File: src/rtl/uart_pkg.sv
// Shared constants and types for the memory-mapped UART: register addresses,
// CON bit positions and the frame state encoding used by both directions.
package uart_pkg;

    localparam logic [31:0] UART_TXD_ADDR = 32'h4000_0018;
    localparam logic [31:0] UART_RXD_ADDR = 32'h4000_001C;
    localparam logic [31:0] UART_CON_ADDR = 32'h4000_0020;

    localparam int CON_TX_IE    = 0;
    localparam int CON_RX_IE    = 1;
    localparam int CON_TX_DONE  = 2;
    localparam int CON_RX_READY = 3;
    localparam int CON_TX_BUSY  = 4;
    localparam int CON_RX_OVR   = 5;

    typedef enum logic [1:0] {
        IDLE  = 2'd0,
        START = 2'd1,
        DATA  = 2'd2,
        STOP  = 2'd3
    } uart_state_e;

endpackage

File: src/rtl/uart_bit_timer.sv
// Bit-period down-counter: load arms it for a full or half bit period, and tick
// pulses in the last cycle of that period. Once expired it stays at zero until reloaded.
module uart_bit_timer #(
    parameter int DIV = 16
) (
    input  logic clk,
    input  logic reset,
    input  logic load,
    input  logic half,
    output logic tick
);

    localparam int            CW   = $clog2(DIV + 1);
    localparam logic [CW-1:0] FULL = CW'(DIV);
    localparam logic [CW-1:0] HALF = CW'(DIV / 2);
    localparam logic [CW-1:0] ONE  = CW'(1);

    logic [CW-1:0] cnt_q, cnt_d;

    always_comb begin
        cnt_d = cnt_q;
        if (load) begin
            cnt_d = half ? HALF : FULL;
        end else if (cnt_q != '0) begin
            cnt_d = cnt_q - ONE;
        end
    end

    always_ff @(posedge clk or negedge reset) begin
        if (!reset) begin
            cnt_q <= '0;
        end else begin
            cnt_q <= cnt_d;
        end
    end

    assign tick = (cnt_q == ONE);

endmodule

File: src/rtl/uart_mmio.sv
// Memory-mapped UART on the MEM-stage data bus: TXD/RXD/CON registers, 8N1 transmit
// and receive state machines, and a registered level interrupt.
module uart_mmio
    import uart_pkg::*;
#(
    parameter int CLK_HZ = 100_000_000,
    parameter int BAUD   = 9600
) (
    input  logic        clk,
    input  logic        reset,
    input  logic        rd,
    input  logic        wr,
    input  logic [31:0] addr,
    input  logic [31:0] wdata,
    output logic [31:0] rdata,
    input  logic        UART_RX,
    output logic        UART_TX,
    output logic        irq
);

    localparam int DIV = CLK_HZ / BAUD;

    logic sel_txd, sel_rxd, sel_con;
    logic wr_txd, wr_con, rd_rxd, rd_con;
    logic unused_wdata;

    assign sel_txd = (addr == UART_TXD_ADDR);
    assign sel_rxd = (addr == UART_RXD_ADDR);
    assign sel_con = (addr == UART_CON_ADDR);
    assign wr_txd  = wr & sel_txd;
    assign wr_con  = wr & sel_con;
    assign rd_rxd  = rd & sel_rxd;
    assign rd_con  = rd & sel_con;
    assign unused_wdata = ^wdata[31:8];

    logic       tx_ie_q, rx_ie_q, tx_done_q, rx_ready_q, rx_ovr_q, irq_q;
    logic       tx_done_d, rx_ready_d, rx_ovr_d;
    logic [7:0] rxd_q;

    uart_state_e tx_state_q, tx_state_d;
    logic [7:0]  tx_sh_q, tx_sh_d;
    logic [2:0]  tx_bit_q, tx_bit_d;
    logic        tx_q, tx_d;
    logic        tx_load, tx_tick, tx_done_set;

    uart_state_e rx_state_q, rx_state_d;
    logic [7:0]  rx_sh_q, rx_sh_d;
    logic [2:0]  rx_bit_q, rx_bit_d;
    logic        rx_s1_q, rx_s2_q, rx_prev_q;
    logic        rx_load, rx_half, rx_tick, rx_ready_set;

    uart_bit_timer #(.DIV(DIV)) u_tx_timer (
        .clk   (clk),
        .reset (reset),
        .load  (tx_load),
        .half  (1'b0),
        .tick  (tx_tick)
    );

    uart_bit_timer #(.DIV(DIV)) u_rx_timer (
        .clk   (clk),
        .reset (reset),
        .load  (rx_load),
        .half  (rx_half),
        .tick  (rx_tick)
    );

    // Line level is derived from the next state so the start bit appears on the accepting edge.
    always_comb begin
        tx_state_d  = tx_state_q;
        tx_sh_d     = tx_sh_q;
        tx_bit_d    = tx_bit_q;
        tx_load     = 1'b0;
        tx_done_set = 1'b0;
        case (tx_state_q)
            IDLE: if (wr_txd) begin
                tx_state_d = START;
                tx_sh_d    = wdata[7:0];
                tx_load    = 1'b1;
            end
            START: if (tx_tick) begin
                tx_state_d = DATA;
                tx_bit_d   = 3'd0;
                tx_load    = 1'b1;
            end
            DATA: if (tx_tick) begin
                tx_load = 1'b1;
                if (tx_bit_q == 3'd7) begin
                    tx_state_d = STOP;
                end else begin
                    tx_sh_d  = {1'b0, tx_sh_q[7:1]};
                    tx_bit_d = tx_bit_q + 3'd1;
                end
            end
            STOP: if (tx_tick) begin
                tx_state_d  = IDLE;
                tx_done_set = 1'b1;
            end
            default: tx_state_d = IDLE;
        endcase
        case (tx_state_d)
            START:   tx_d = 1'b0;
            DATA:    tx_d = tx_sh_d[0];
            default: tx_d = 1'b1;
        endcase
    end

    // Start bit is resampled at mid-bit; a high line there means the edge was a glitch.
    always_comb begin
        rx_state_d   = rx_state_q;
        rx_sh_d      = rx_sh_q;
        rx_bit_d     = rx_bit_q;
        rx_load      = 1'b0;
        rx_half      = 1'b0;
        rx_ready_set = 1'b0;
        case (rx_state_q)
            IDLE: if (rx_prev_q && !rx_s2_q) begin
                rx_state_d = START;
                rx_load    = 1'b1;
                rx_half    = 1'b1;
            end
            START: if (rx_tick) begin
                if (rx_s2_q) begin
                    rx_state_d = IDLE;
                end else begin
                    rx_state_d = DATA;
                    rx_bit_d   = 3'd0;
                    rx_load    = 1'b1;
                end
            end
            DATA: if (rx_tick) begin
                rx_sh_d = {rx_s2_q, rx_sh_q[7:1]};
                rx_load = 1'b1;
                if (rx_bit_q == 3'd7) begin
                    rx_state_d = STOP;
                end else begin
                    rx_bit_d = rx_bit_q + 3'd1;
                end
            end
            STOP: if (rx_tick) begin
                rx_state_d   = IDLE;
                rx_ready_set = rx_s2_q;
            end
            default: rx_state_d = IDLE;
        endcase
    end

    // A flag set in the same cycle as its clearing read wins.
    assign tx_done_d  = tx_done_set | (tx_done_q & ~rd_con);
    assign rx_ready_d = rx_ready_set | (rx_ready_q & ~rd_rxd);
    assign rx_ovr_d   = (rx_ready_set & rx_ready_q) | (rx_ovr_q & ~rd_con);

    always_ff @(posedge clk or negedge reset) begin
        if (!reset) begin
            tx_state_q <= IDLE;
            tx_sh_q    <= '0;
            tx_bit_q   <= '0;
            tx_q       <= 1'b1;
            rx_state_q <= IDLE;
            rx_sh_q    <= '0;
            rx_bit_q   <= '0;
            rx_s1_q    <= 1'b1;
            rx_s2_q    <= 1'b1;
            rx_prev_q  <= 1'b1;
            tx_ie_q    <= 1'b0;
            rx_ie_q    <= 1'b0;
            tx_done_q  <= 1'b0;
            rx_ready_q <= 1'b0;
            rx_ovr_q   <= 1'b0;
            rxd_q      <= '0;
            irq_q      <= 1'b0;
        end else begin
            tx_state_q <= tx_state_d;
            tx_sh_q    <= tx_sh_d;
            tx_bit_q   <= tx_bit_d;
            tx_q       <= tx_d;
            rx_state_q <= rx_state_d;
            rx_sh_q    <= rx_sh_d;
            rx_bit_q   <= rx_bit_d;
            rx_s1_q    <= UART_RX;
            rx_s2_q    <= rx_s1_q;
            rx_prev_q  <= rx_s2_q;
            if (wr_con) begin
                tx_ie_q <= wdata[CON_TX_IE];
                rx_ie_q <= wdata[CON_RX_IE];
            end
            tx_done_q  <= tx_done_d;
            rx_ready_q <= rx_ready_d;
            rx_ovr_q   <= rx_ovr_d;
            if (rx_ready_set) begin
                rxd_q <= rx_sh_q;
            end
            irq_q <= (tx_ie_q & tx_done_q) | (rx_ie_q & rx_ready_q);
        end
    end

    always_comb begin
        rdata = '0;
        if (rd) begin
            if (sel_rxd) begin
                rdata[7:0] = rxd_q;
            end else if (sel_con) begin
                rdata[CON_TX_IE]    = tx_ie_q;
                rdata[CON_RX_IE]    = rx_ie_q;
                rdata[CON_TX_DONE]  = tx_done_q;
                rdata[CON_RX_READY] = rx_ready_q;
                rdata[CON_TX_BUSY]  = (tx_state_q != IDLE);
                rdata[CON_RX_OVR]   = rx_ovr_q;
            end
        end
    end

    assign UART_TX = tx_q;
    assign irq     = irq_q;

endmodule

File: config.mk
export PLATFORM = sky130hd
export DESIGN_NAME = uart_mmio
export DESIGN_NICKNAME = d
export VERILOG_FILES = /design/src/rtl/uart_pkg.sv /design/src/rtl/uart_bit_timer.sv /design/src/rtl/uart_mmio.sv
export SDC_FILE = /design/constraint.sdc
export NUM_CORES = 1
export LEC_CHECK = 0
export CAP_MARGIN = 20
export CELL_PAD_IN_SITES_DETAIL_PLACEMENT = 0
export CELL_PAD_IN_SITES_GLOBAL_PLACEMENT = 1
export CORE_MARGIN = 2
export CORE_UTILIZATION = 45
export CTS_BUF_LIST = sky130_fd_sc_hd__clkbuf_4 sky130_fd_sc_hd__clkbuf_8 sky130_fd_sc_hd__clkbuf_16
export CTS_CLUSTER_DIAMETER = 200
export DETAILED_ROUTE_END_ITERATION = 8
export DONT_BUFFER_PORTS = 1
export MAX_ROUTING_LAYER = met4
export PLACE_DENSITY_LB_ADDON = 0.25
export SETUP_SLACK_MARGIN = 0.05
export SLEW_MARGIN = 30
export SYNTH_ARGS = -nofsm -noshare
export SYNTH_HDL_FRONTEND = slang
export SYNTH_SLANG_ARGS = --single-unit
File: constraint.sdc
create_clock -name clk -period 6.9 [get_ports clk]
set_input_delay 2.07 -clock clk [delete_from_list [all_inputs] [get_ports clk]]
set_output_delay 2.07 -clock clk [all_outputs]
set_load 0.02 [all_outputs]
==> metrics.yaml, run 1 <==
outcome:
  status: "finished, final reports clean"
setup_path:
  cp_max_fo: 5
  end_kind: "primary output"
  crit_arrival_ns: 3.94
  start_kind: "primary input"
  required_ns: 4.83
  worstSetupPathType: "primary input to primary output"
clocking:
  cts.sinks: 72
  post_cts.repair.setup_buffers: 0
  cts_tree: "built"
  cts_max_level: 3
  cts_buffer_depth: 2
  hold_buffers: 0
  cts_inserted_buffers: 9
  cts-root-buf: "clkbuf_8"
  cts_resized: 0
  clkSlewWorstSetupHoldPaths_ns: 0.08
  clock_latency_ns: 0.36
timing:
  worst_pin_slew_ns: 0.8887
  period_share_pct: 87.17
  whs_ns: 0.3593
  finalHoldViolCount: 0
  post-route-min-period_ns: 6.015
  tns_ns: 0
  max_freq_ghz: 0.1663
  fin_ws_ns: 0.8850
  skew_ns: 0.01979
  slew_headroom_pct: 40.54
  drv_slew: 0
  rsz0062_at_grt: "no"
  setup_viol: 0
die:
  core_area_um2: 8258
  ios: 103
  die_area_um2: 9294
  die_x_um: 96.41
  row_count: 33
  die_h_um: 96.41
  start_util_pct: 46.53
finish:
  nets: 467
  area_growth_pct: 5.829
  layout-drive-gt1-share_pct: 13.11
  fillers: 774
  layout_commonest_cell: "dfrtp_1"
  layout.cells.most_common_list: "dfrtp_1 (68), nand2_1 (37), nor2_1 (28), conb_1 (24), inv_1 (20)"
  n_antenna_cell: 0
  final_core_util_pct: 49.24
route:
  via_per_inst: 5.449
  drt-initial-drc-count: 73
  drc_errors: 0
  wl_per_cell_um: 14.73
  drtAntennaViolNets: 0
  routed_wl_um: 7275
  drt_first_pass_iters: 4
  vias: 2692
placement:
  io_buffers: 0
  routabilityCongestion: 0.8132
  place_hpwl_um: 5216
  pre_cts_slack_ns: 0.8778
global_routing:
  grt_max_degree: 73
  grt_pass1_wl_um: 11920
  first_global_vias: 2487
  antenna_found_initial: 0
  grt_use_total_pct: 17.07
  grt_remaining_overflow: 0
power:
  cellPowerDensity_nw_per_um2: 230.0
  ir_worst_vdd_v: 0.0001113
  p_leak_nw: 1.841
synth:
  seq_area_frac_synth_pct: 47.02
  synth_enable_flop_cells: 0
  ys_ff_latch: 72
  synthDistinctLibCells: 50
  synth_warnings: 0
  synth_cells: 377
  synth_area_um2: 3842
  async_flop_share_pct: 100.0
  avgSynthCellArea_um2: 10.19
  synth-main-ff-cell: "dfrtp_1"
run:
  drv_cap: 0
min_path:
  hold_class: "flop to flop"
==> path summary, 6_finish.rpt <==
path | from | end | slack [ns] | cells after the start
max | addr[27] | rdata[3] | 0.89 | 6
min in group asynchronous | reset | async pin | 1.40 | 0
max reg2reg | u_rx_timer.cnt_q[5]$_DFFE_PN0P_ | rx_sh_q[7]$_DFFE_PN0P_ | 4.13 | 5
max in group asynchronous | reset | UART_TX$_DFF_PN1_ | 5.26 | 0
min | rx_s1_q$_DFF_PN1_ | rx_s2_q$_DFF_PN1_ | 0.36 | 0
min reg2reg | rx_s1_q$_DFF_PN1_ | rx_s2_q$_DFF_PN1_ | 0.36 | 0
==> synth_stat cells, drive strengths merged (3+ instances only) <==
master / number / share of area, %
a211oi: 3 / 0.59
a21oi: 15 / 2.1
a221oi: 6 / 1.4
a22o: 6 / 1.4
and2: 3 / 0.49
and3: 6 / 0.98
buf: 28 / 5.3
dfrtp: 68 / 44
dfstp: 4 / 2.7
ha: 14 / 4.6
inv: 20 / 2.0
mux2: 19 / 5.6
nand2: 37 / 3.6
nand2b: 3 / 0.49
nand3: 10 / 1.3
nand4: 7 / 1.1
nor2: 29 / 3.3
nor2b: 3 / 0.49
nor3: 9 / 1.8
nor3b: 3 / 0.59
nor4: 16 / 3.1
o21ai: 16 / 2.1
or3: 3 / 0.49
xnor2: 9 / 2.1
xor2: 14 / 3.2
==> logic make-up after synthesis <==
group | after synthesis | share of synthesized area [%]
simple gates | 136 | 19.21
other cells | 1 | 0.09759
fa+ha+maj | 14 | 4.559
compound gates | 62 | 10.71
mux | 20 | 5.829
flops | 72 | 47.02
buf+inv | 49 | 7.326
xor+xnor | 23 | 5.243
==> stage by stage <==
stage	total power [mW]	area [um^2]	cells
2_1_floorplan	0.6091	3929	400
3_5_place_dp	0.6269	3875	478
3_3_place_gp	0.6224	3875	478
6_report	0.9353	4066	494
4_1_cts	0.9494	4060	494
5_1_grt	0.9910	4066	494
==> state kept, by name (all words and copies together), names as in the netlist, 2 cells and up, named ones only <==
register	flops
rx_bit_q	3
rx_sh_q	8
rxd_q	8
tx_bit_q	3
tx_sh_q	8
tx_state_q	2
u_rx_timer.cnt_q	14
u_tx_timer.cnt_q	14
==> worst max-delay path, cell delays in order <==
cell and delay (ns):
nor4b_1 0.27, nand4_1 0.23, nor4_1 0.71, nand2_1 0.25
o21ai_0 0.24, buf_4 0.18
==> where the power goes <==
group	switching, mW	leakage [nW]	internal, mW
clock	0.179	0.0888	0.137
combinational	0.0730	0.884	0.0497
sequential	0.0410	0.868	0.456
total	0.293	1.84	0.643
==> layout make-up <==
type | instances | area, um^2 | share of cell area [%]
timing repair buffer | 2 | 15.01 | 0.3692
clock buffer | 9 | 123.9 | 3.046
inverter | 20 | 75.07 | 1.846
tap | 105 | 131.4 | 3.231
clock inverter | 7 | 61.31 | 1.508
sequential | 72 | 1807 | 44.43
multi-input combinational | 279 | 1853 | 45.57
==> per-layer routing <==
metal / up-vias / track usage (%) / routed length, um
met5: - / - / 0
met4: 0 / 5.869 / 82
met3: 8 / 4.112 / 217
met2: 38 / 25.35 / 3521
met1: 1336 / 23.03 / 3454
li1: 1310 / - / -
Note: power is estimated with default switching activity, not from simulation.
==> run 2: changes to the inputs <==
Settings changed: SETUP_SLACK_MARGIN 0.05 to 0.3.
==> results of run 2 <==
Same layout as run 1: the final DEF is identical, and so are final timing and power.
==> run 3: changes to the inputs <==
Settings changed: CTS_BUF_LIST sky130_fd_sc_hd__clkbuf_4 sky130_fd_sc_hd__clkbuf_8 sky130_fd_sc_hd__clkbuf_16 to not set.
==> results of run 3 <==
Same layout as run 1: the final DEF is identical, and so are final timing and power.
